==> config.mk <==
export PLATFORM = sky130hd
export DESIGN_NAME = debounce_press
export DESIGN_NICKNAME = d
export VERILOG_FILES = /design/src/rtl/debounce_pkg.sv /design/src/rtl/sat_timer.sv /design/src/rtl/debounce_press.sv
export SDC_FILE = /design/constraint.sdc
export NUM_CORES = 1
export LEC_CHECK = 0
export ABC_AREA = 1
export BUFFER_PORTS_ARGS = -buffer_cell sky130_fd_sc_hd__buf_2
export CAP_MARGIN = 15
export CORE_MARGIN = 10
export CORE_UTILIZATION = 30
export CTS_CLUSTER_DIAMETER = 100
export DETAILED_ROUTE_END_ITERATION = 7
export GPL_TIMING_DRIVEN = 1
export PLACE_DENSITY_LB_ADDON = 0.08
export SETUP_SLACK_MARGIN = 0.02
export SKIP_CTS_REPAIR_TIMING = 1
export SLEW_MARGIN = 0
export SYNTH_ARGS = -nofsm -noshare
export SYNTH_HDL_FRONTEND = slang
export SYNTH_SLANG_ARGS = --single-unit
==> constraint.sdc <==
create_clock -name clk -period 3.9 [get_ports clk]
set_clock_uncertainty 0.2 [all_clocks]
set_input_delay 0.78 -clock clk [delete_from_list [all_inputs] [get_ports clk]]
set_output_delay 0.78 -clock clk [all_outputs]
set_load 0.005 [all_outputs]
==> src/rtl/debounce_pkg.sv <==
// Shared types and helpers for the debounce_press block.
package debounce_pkg;

    typedef enum logic [1:0] {
        S_IDLE,
        S_ARM,
        S_DOWN,
        S_DISARM
    } db_state_t;

    function automatic int cnt_w(input int n);
        return $clog2(n + 1);
    endfunction

endpackage

==> src/rtl/sat_timer.sv <==
// Saturating up-counter with clear priority over enable.
// done flags the count sitting at MAX; hit flags that the coming edge lands on MAX.
module sat_timer
    import debounce_pkg::*;
#(
    parameter int MAX = 1
) (
    input  logic clk,
    input  logic reset_n,
    input  logic clr,
    input  logic en,
    output logic done,
    output logic hit
);

    localparam int W = cnt_w(MAX);
    localparam logic [W-1:0] MAX_V = W'(MAX);
    localparam logic [W-1:0] PRE_V = W'(MAX - 1);

    logic [W-1:0] cnt;

    always_ff @(posedge clk or negedge reset_n) begin
        if (!reset_n) begin
            cnt <= '0;
        end else if (clr) begin
            cnt <= '0;
        end else if (en && (cnt != MAX_V)) begin
            cnt <= cnt + W'(1);
        end
    end

    assign done = (cnt == MAX_V);
    assign hit  = en && !clr && (cnt == PRE_V);

endmodule

==> src/rtl/debounce_press.sv <==
// Debouncer producing a clean level plus press/release pulses; the long-press
// pulse is built only when DEBOUNCE_PRESS_LONG_PRESS_EN is defined.
//
//   state    | meaning
//   S_IDLE   | debounced low, input low
//   S_ARM    | debounced low, input high, counting towards acceptance
//   S_DOWN   | debounced high, input high
//   S_DISARM | debounced high, input low, counting towards acceptance
module debounce_press
    import debounce_pkg::*;
#(
    parameter int DB_CYCLES   = 50000,
    parameter int HOLD_CYCLES = 50000000
) (
    input  logic clk,
    input  logic reset_n,
    input  logic x,
    output logic level,
    output logic press,
    output logic release_pulse,
    output logic long_press
);

    db_state_t state, state_nxt;
    logic      db_clr, db_en, db_done, db_hit_unused;
    logic      press_nxt, release_nxt, level_nxt;

    sat_timer #(.MAX(DB_CYCLES)) u_db_timer (
        .clk     (clk),
        .reset_n (reset_n),
        .clr     (db_clr),
        .en      (db_en),
        .done    (db_done),
        .hit     (db_hit_unused)
    );

    always_ff @(posedge clk or negedge reset_n) begin
        if (!reset_n) begin
            state         <= S_IDLE;
            level         <= 1'b0;
            press         <= 1'b0;
            release_pulse <= 1'b0;
        end else begin
            state         <= state_nxt;
            level         <= level_nxt;
            press         <= press_nxt;
            release_pulse <= release_nxt;
        end
    end

    // Any disagreeing sample clears the window, so a bounce restarts the count.
    always_comb begin
        state_nxt   = state;
        db_clr      = 1'b0;
        db_en       = 1'b0;
        press_nxt   = 1'b0;
        release_nxt = 1'b0;
        case (state)
            S_IDLE: begin
                if (x) begin
                    state_nxt = S_ARM;
                    db_en     = 1'b1;
                end
            end
            S_ARM: begin
                if (!x) begin
                    state_nxt = S_IDLE;
                    db_clr    = 1'b1;
                end else if (db_done) begin
                    state_nxt = S_DOWN;
                    press_nxt = 1'b1;
                    db_clr    = 1'b1;
                end else begin
                    db_en = 1'b1;
                end
            end
            S_DOWN: begin
                if (!x) begin
                    state_nxt = S_DISARM;
                    db_en     = 1'b1;
                end
            end
            S_DISARM: begin
                if (x) begin
                    state_nxt = S_DOWN;
                    db_clr    = 1'b1;
                end else if (db_done) begin
                    state_nxt   = S_IDLE;
                    release_nxt = 1'b1;
                    db_clr      = 1'b1;
                end else begin
                    db_en = 1'b1;
                end
            end
            default: begin
                state_nxt = S_IDLE;
                db_clr    = 1'b1;
            end
        endcase
        level_nxt = (state_nxt == S_DOWN) || (state_nxt == S_DISARM);
    end

`ifdef DEBOUNCE_PRESS_LONG_PRESS_EN
    logic hold_clr, hold_en, hold_hit, hold_done_unused;

    // Hold time keeps running through a release bounce; only a fresh press or idle clears it.
    assign hold_clr = press_nxt || (state_nxt == S_IDLE);
    assign hold_en  = (state == S_DOWN) || (state == S_DISARM);

    sat_timer #(.MAX(HOLD_CYCLES)) u_hold_timer (
        .clk     (clk),
        .reset_n (reset_n),
        .clr     (hold_clr),
        .en      (hold_en),
        .done    (hold_done_unused),
        .hit     (hold_hit)
    );

    always_ff @(posedge clk or negedge reset_n) begin
        if (!reset_n) begin
            long_press <= 1'b0;
        end else begin
            long_press <= hold_hit;
        end
    end
`else
    localparam int unused_hold_cycles = HOLD_CYCLES;
    assign long_press = 1'b0;
`endif

endmodule

After elaboration in Yosys (flattened, before gate mapping)

Index checks and enable logic that the tools add are counted.

Register bits after elaboration: 21
Input bits: 3
Output and inout port bits: 4
Logic and storage cells: 40

$add $sub $neg: 1
Equal/unequal tests: 7
Muxes and demuxes: 23
Reduce and logical (&&, ||, !) cells: 4

Operators with widths:

| kind                                                                   | number |
|---|---|
| 16-bit 2-to-1 mux                                                      | 2 |
| 16-bit by 1-bit adder with 16-bit output (second input constant)       | 1 |
| 16-bit equality test (second input constant)                           | 1 |
| 16-bit inequality test (second input constant)                         | 1 |
| 1-bit 2-to-1 mux                                                       | 12 |
| 2-bit 2-to-1 mux                                                       | 6 |
| 2-bit equality test (second input constant)                            | 4 |
| 2-bit one-hot mux with 4 select lines                                  | 1 |
| 1-bit one-hot mux with 4 select lines                                  | 1 |
| 2-bit by 1-bit equality test with 1-bit output (second input constant) | 1 |
| 2-bit logical NOT                                                      | 1 |
| 1-bit one-hot mux with 2 select lines                                  | 1 |
| 2-bit nonzero test                                                     | 1 |
| 1-bit logical AND                                                      | 1 |
| 1-bit logical OR                                                       | 1 |

Longest topological paths before layout

Depth in word-level cells: 7
Gate-level depth with buffers: 10
Gate-level depth less buffers: 9

Modules after synthesis

A second synthesis with hierarchy kept.

Cell total of the unflattened synthesis: 188
Area, all modules: 1313.8 µm²

By module, submodules not included:

| module         | times used | cells each | area an instance (µm²) |
|---|---|---|---|
| sat_timer      | 1          | 160        | 1089.8 |
| debounce_press | 1          | 28         | 224.0 |

Worst setup path before layout

No wires, ideal clock.

Path type: input-to-reg
From: in x
To: reg u_db_timer.cnt[11]
Setup time: 0.118 ns
Data arrival time: 1.445 ns
Setup slack: 2.137 ns
Stages on the path: 5
Path buffers: 1
Cells stage by stage: xor2_2 -> nand2_4 -> buf_4 -> nand3_1 -> nand2_1

Longest elaborated chain between the ends: 4
Elaborated cells on any way between the ends: 11

RTL lines:

| what                                  | RTL line             | text |
|---|---|---|
| start: declaration                    | debounce_press.sv:17 | `input logic x,` |
| 1-bit 2-to-1 mux (on tied branches)   | n/a                  |  |
| 1-bit one-hot mux with 4 select lines | debounce_press.sv:58 | `case (state)` |
| 1-bit logical AND                     | sat_timer.sv:27      | `end else if (en && (cnt != MAX_V)) begin` |
| 2-bit nonzero test (no line)          | n/a                  |  |
| end signal: assignment                | sat_timer.sv:28      | `cnt <= cnt + W'(1);` |
| end: declaration                      | sat_timer.sv:20      | `logic [W-1:0] cnt;` |

Several ways; a longest one is shown, not always the timed one.
A chain may end at the register's enable or synchronous reset.

Final worst setup path

From: reg u_db_timer.cnt[0]
To: reg u_db_timer.cnt[3]

Longest elaborated chain between the ends: 6
Elaborated cells on any way between the ends: 15

RTL lines:

| what |
|---|
| branches (longest 6 deep; another with 16-bit by 1-bit adder with 16-bit output) |

Parallel ways; which one is timed is not known. The select of a mux whose other input is x is not followed.

==> key figures <==
Worst setup path
  • Crit-path slowest cell: dfrtp_1
  • Worst R2R End: u_db_timer.cnt[3]
  • CP max FO: 15
  • Worst EP arrival: 1870 ps
  • CP Class: flop to flop
  • Reg2Reg Setup Slack: 1990 ps
  • Most frequent CP cell: nand2_4
  • Critical Path Sink: u_db_timer.cnt[3]
  • Startpoint class of the critical path: flop
  • Worst endpoint required time: roughly 3900 ps
  • Ordered cell list for the critical path: inv_1 > ha_1 > nand3_1 > nor2_1 > nand2_2 > nand2_4 > nand2_4 > nand3b_1 > nand2_1
  • Setup crit start: u_db_timer.cnt[0]
  • CP max stage delay: ~420 ps
  • Crit end category: flop
  • Reg2reg path depth: 9
  • Reg-to-reg startpoint: u_db_timer.cnt[0]

Status
  • Status: finished clean

Synth
  • Post-synthesis sequential area ratio: between 30 and 40%
  • Unique cell type count in the Yosys netlist: 21
  • Mapped cell area: 1350 µm²
  • Syn Inst Count: around 190
  • YS warnings: 0
  • Syn_nets: 193
  • #FFs+latches synth: 21
  • Mean Syn Cell Area: just over 7 µm²

GRT
  • Largest net degree at the start of global routing: 22
  • First-pass GRT wire length: roughly 5600 µm
  • GR Util All Layers: under 10%
  • Initial antenna violation count: 0
  • Vias in the first global route: approximately 1,100
  • GRT overflow: 0

Detailed routing
  • DRT Wirelength: between 3000 and 4000 µm
  • Vias: 1,147
  • Via density: about 4.7
  • Remaining DRCs: 0
  • Post-DRT Antenna Nets: 0
  • DR WL/cell: around 13 µm
  • Pre-antenna DRT Iters: 4
  • Initial DRC count: 103

Floorplan
  • Die width: approximately 87 µm
  • Core area: between 4000 and 5000 µm²
  • Die Footprint: 7570 µm²
  • # IOs: 7
  • Row cnt: 24
  • DIE HEIGHT: roughly 87 µm
  • Starting Density: a little under a third

Clock network
  • Num CTS Buffers: 3
  • CTS clk-pin slew, worst paths: 90 ps
  • # H-tree levels: 1
  • CTS tree: built
  • Clock buffer depth: 2
  • Root buffer cell: clkbuf_8
  • Worst-Skew Late Latency: between 200 and 300 ps
  • Clk sinks: 21

Placed design
  • HPWL Detailed: between 2000 and 2500 µm
  • Number of port buffers: 5
  • Routability cong.: 0.763
  • Cell count after placement: 240

Timing
  • RSZ-0062 raised after global routing: false
  • Final slew viol count: 0
  • Final period util: 49.1%
  • FMAX: between 0.5 and 0.6 GHz
  • Worst hold slack: ~260 ps
  • Setup TNS: 0 ps
  • Final hold viol count: 0
  • Setup violations, final: 0
  • Post-layout min period: 1910 ps

Finish
  • Fin nets: just under 200
  • Most common cell after layout, fill and taps aside: nand2_1
  • Most frequent cells in the layout: nand2_1 (50), nor2_1 (29), nand3_1 (27)
  • Area delta synth->final: 7.06%
  • Diodes inserted: 0
  • Final non-filler cell total: roughly 240
  • Layout cell share with drive strength beyond 1: 8.85%

Power
  • VDD IR max: ~0.00021 V
  • Lkg Pwr: approximately 0.65 nW
  • Design Power: 475 µW
  • Power Density: ~330 nW/µm²

Min path
  • HP Class: input pin to async pin

Flow run
  • Max_cap viols: 0
==> critical path, delay by kind of cell (launching register included) <==
family | cells | cell delay, ps
simple gates | 7 | 890
flops | 1 | 420
fa+ha+maj | 1 | 160
buf+inv | 1 | 120
==> registers in the layout, indices dropped and copies added, names as in the netlist <==
register,flops
level,1
press,1
release_pulse,1
state,2
u_db_timer.cnt,16
==> cell families after synthesis <==
logic type / after synthesis / share of synthesized area, %
AND/OR/NAND/NOR: 128 / 43.6
other: 1 / 0.279
AO/OA/AOI/OAI: 4 / 1.49
XOR/XNOR: 7 / 5.11
buffers and inverters: 25 / 8.64
flip-flops: 21 / 39.0
adder cells (fa/ha/maj): 2 / 1.86
==> metal layers <==
metal,track usage (%),vias to the layer above,routed length (µm)
met4,3.09,0,22
met3,2.43,2,159
met1,11.8,528,1620
li1,-,602,-
met2,14.4,15,1380
met5,0,-,0
==> through the flow <==
step	cell area, µm²	utilization (%)	setup slack, ps
after floorplan	1350	-	2140
after global placement	1400	32.0	1800
after detailed placement	1400	32.0	1780
after CTS	1440	33.1	1960
after global routing	1440	33.1	1770
final	1440	33.1	1990
==> area by class of cell <==
class | instances | area, µm²
Sequential cell | 21 | 526
Timing Repair Buffer | 5 | 25.0
Clock buffer | 3 | 41.3
Multi-Input combinational cell | 142 | 704
Inverter | 20 | 75.1
Fill cell | 463 | 2910
Clock inverter | 1 | 5.00
Tap cell | 52 | 65.1
==> cells in the mapped netlist <==
master | count | share of area [%]
ha_1 | 2 | 1.9
nand3_1 | 27 | 10
nor2_1 | 29 | 8.1
clkbuf_1 | 1 | 0.28
xor2_1 | 6 | 3.9
a21oi_1 | 2 | 0.74
dfrtp_1 | 21 | 39
buf_4 | 2 | 1.1
inv_2 | 2 | 0.56
nand4_1 | 5 | 2.3
inv_1 | 18 | 5.0
nand2_2 | 1 | 0.46
conb_1 | 1 | 0.28
xor2_2 | 1 | 1.2
nand3b_1 | 9 | 5.0
nor3_1 | 3 | 1.1
nand2_4 | 2 | 1.7
o21ai_0 | 2 | 0.74
buf_6 | 2 | 1.7
nor2_2 | 2 | 0.93
nand2_1 | 50 | 14
==> where the power goes <==
group	leakage, nW	total, mW	switching [mW]	internal (mW)
registers	0.283	0.250	0.0190	0.231
logic	0.337	0.0733	0.0518	0.0216
clock network	0.0255	0.152	0.0802	0.0714
total	0.646	0.475	0.151	0.324
==> how the worst min path moves through the flow <==
stage	startpoint	endpoint	slack, ps
2_1_floorplan	reset_n	level	280
3_3_place_gp	u_db_timer.cnt[15]	u_db_timer.cnt[15]	370
3_5_place_dp	u_db_timer.cnt[15]	u_db_timer.cnt[15]	370
4_1_cts	reset_n	u_db_timer.cnt[9]	300
5_1_grt	reset_n	u_db_timer.cnt[9]	300
6_report	reset_n	u_db_timer.cnt[14]	260
(Power assumes the default switching activity.)
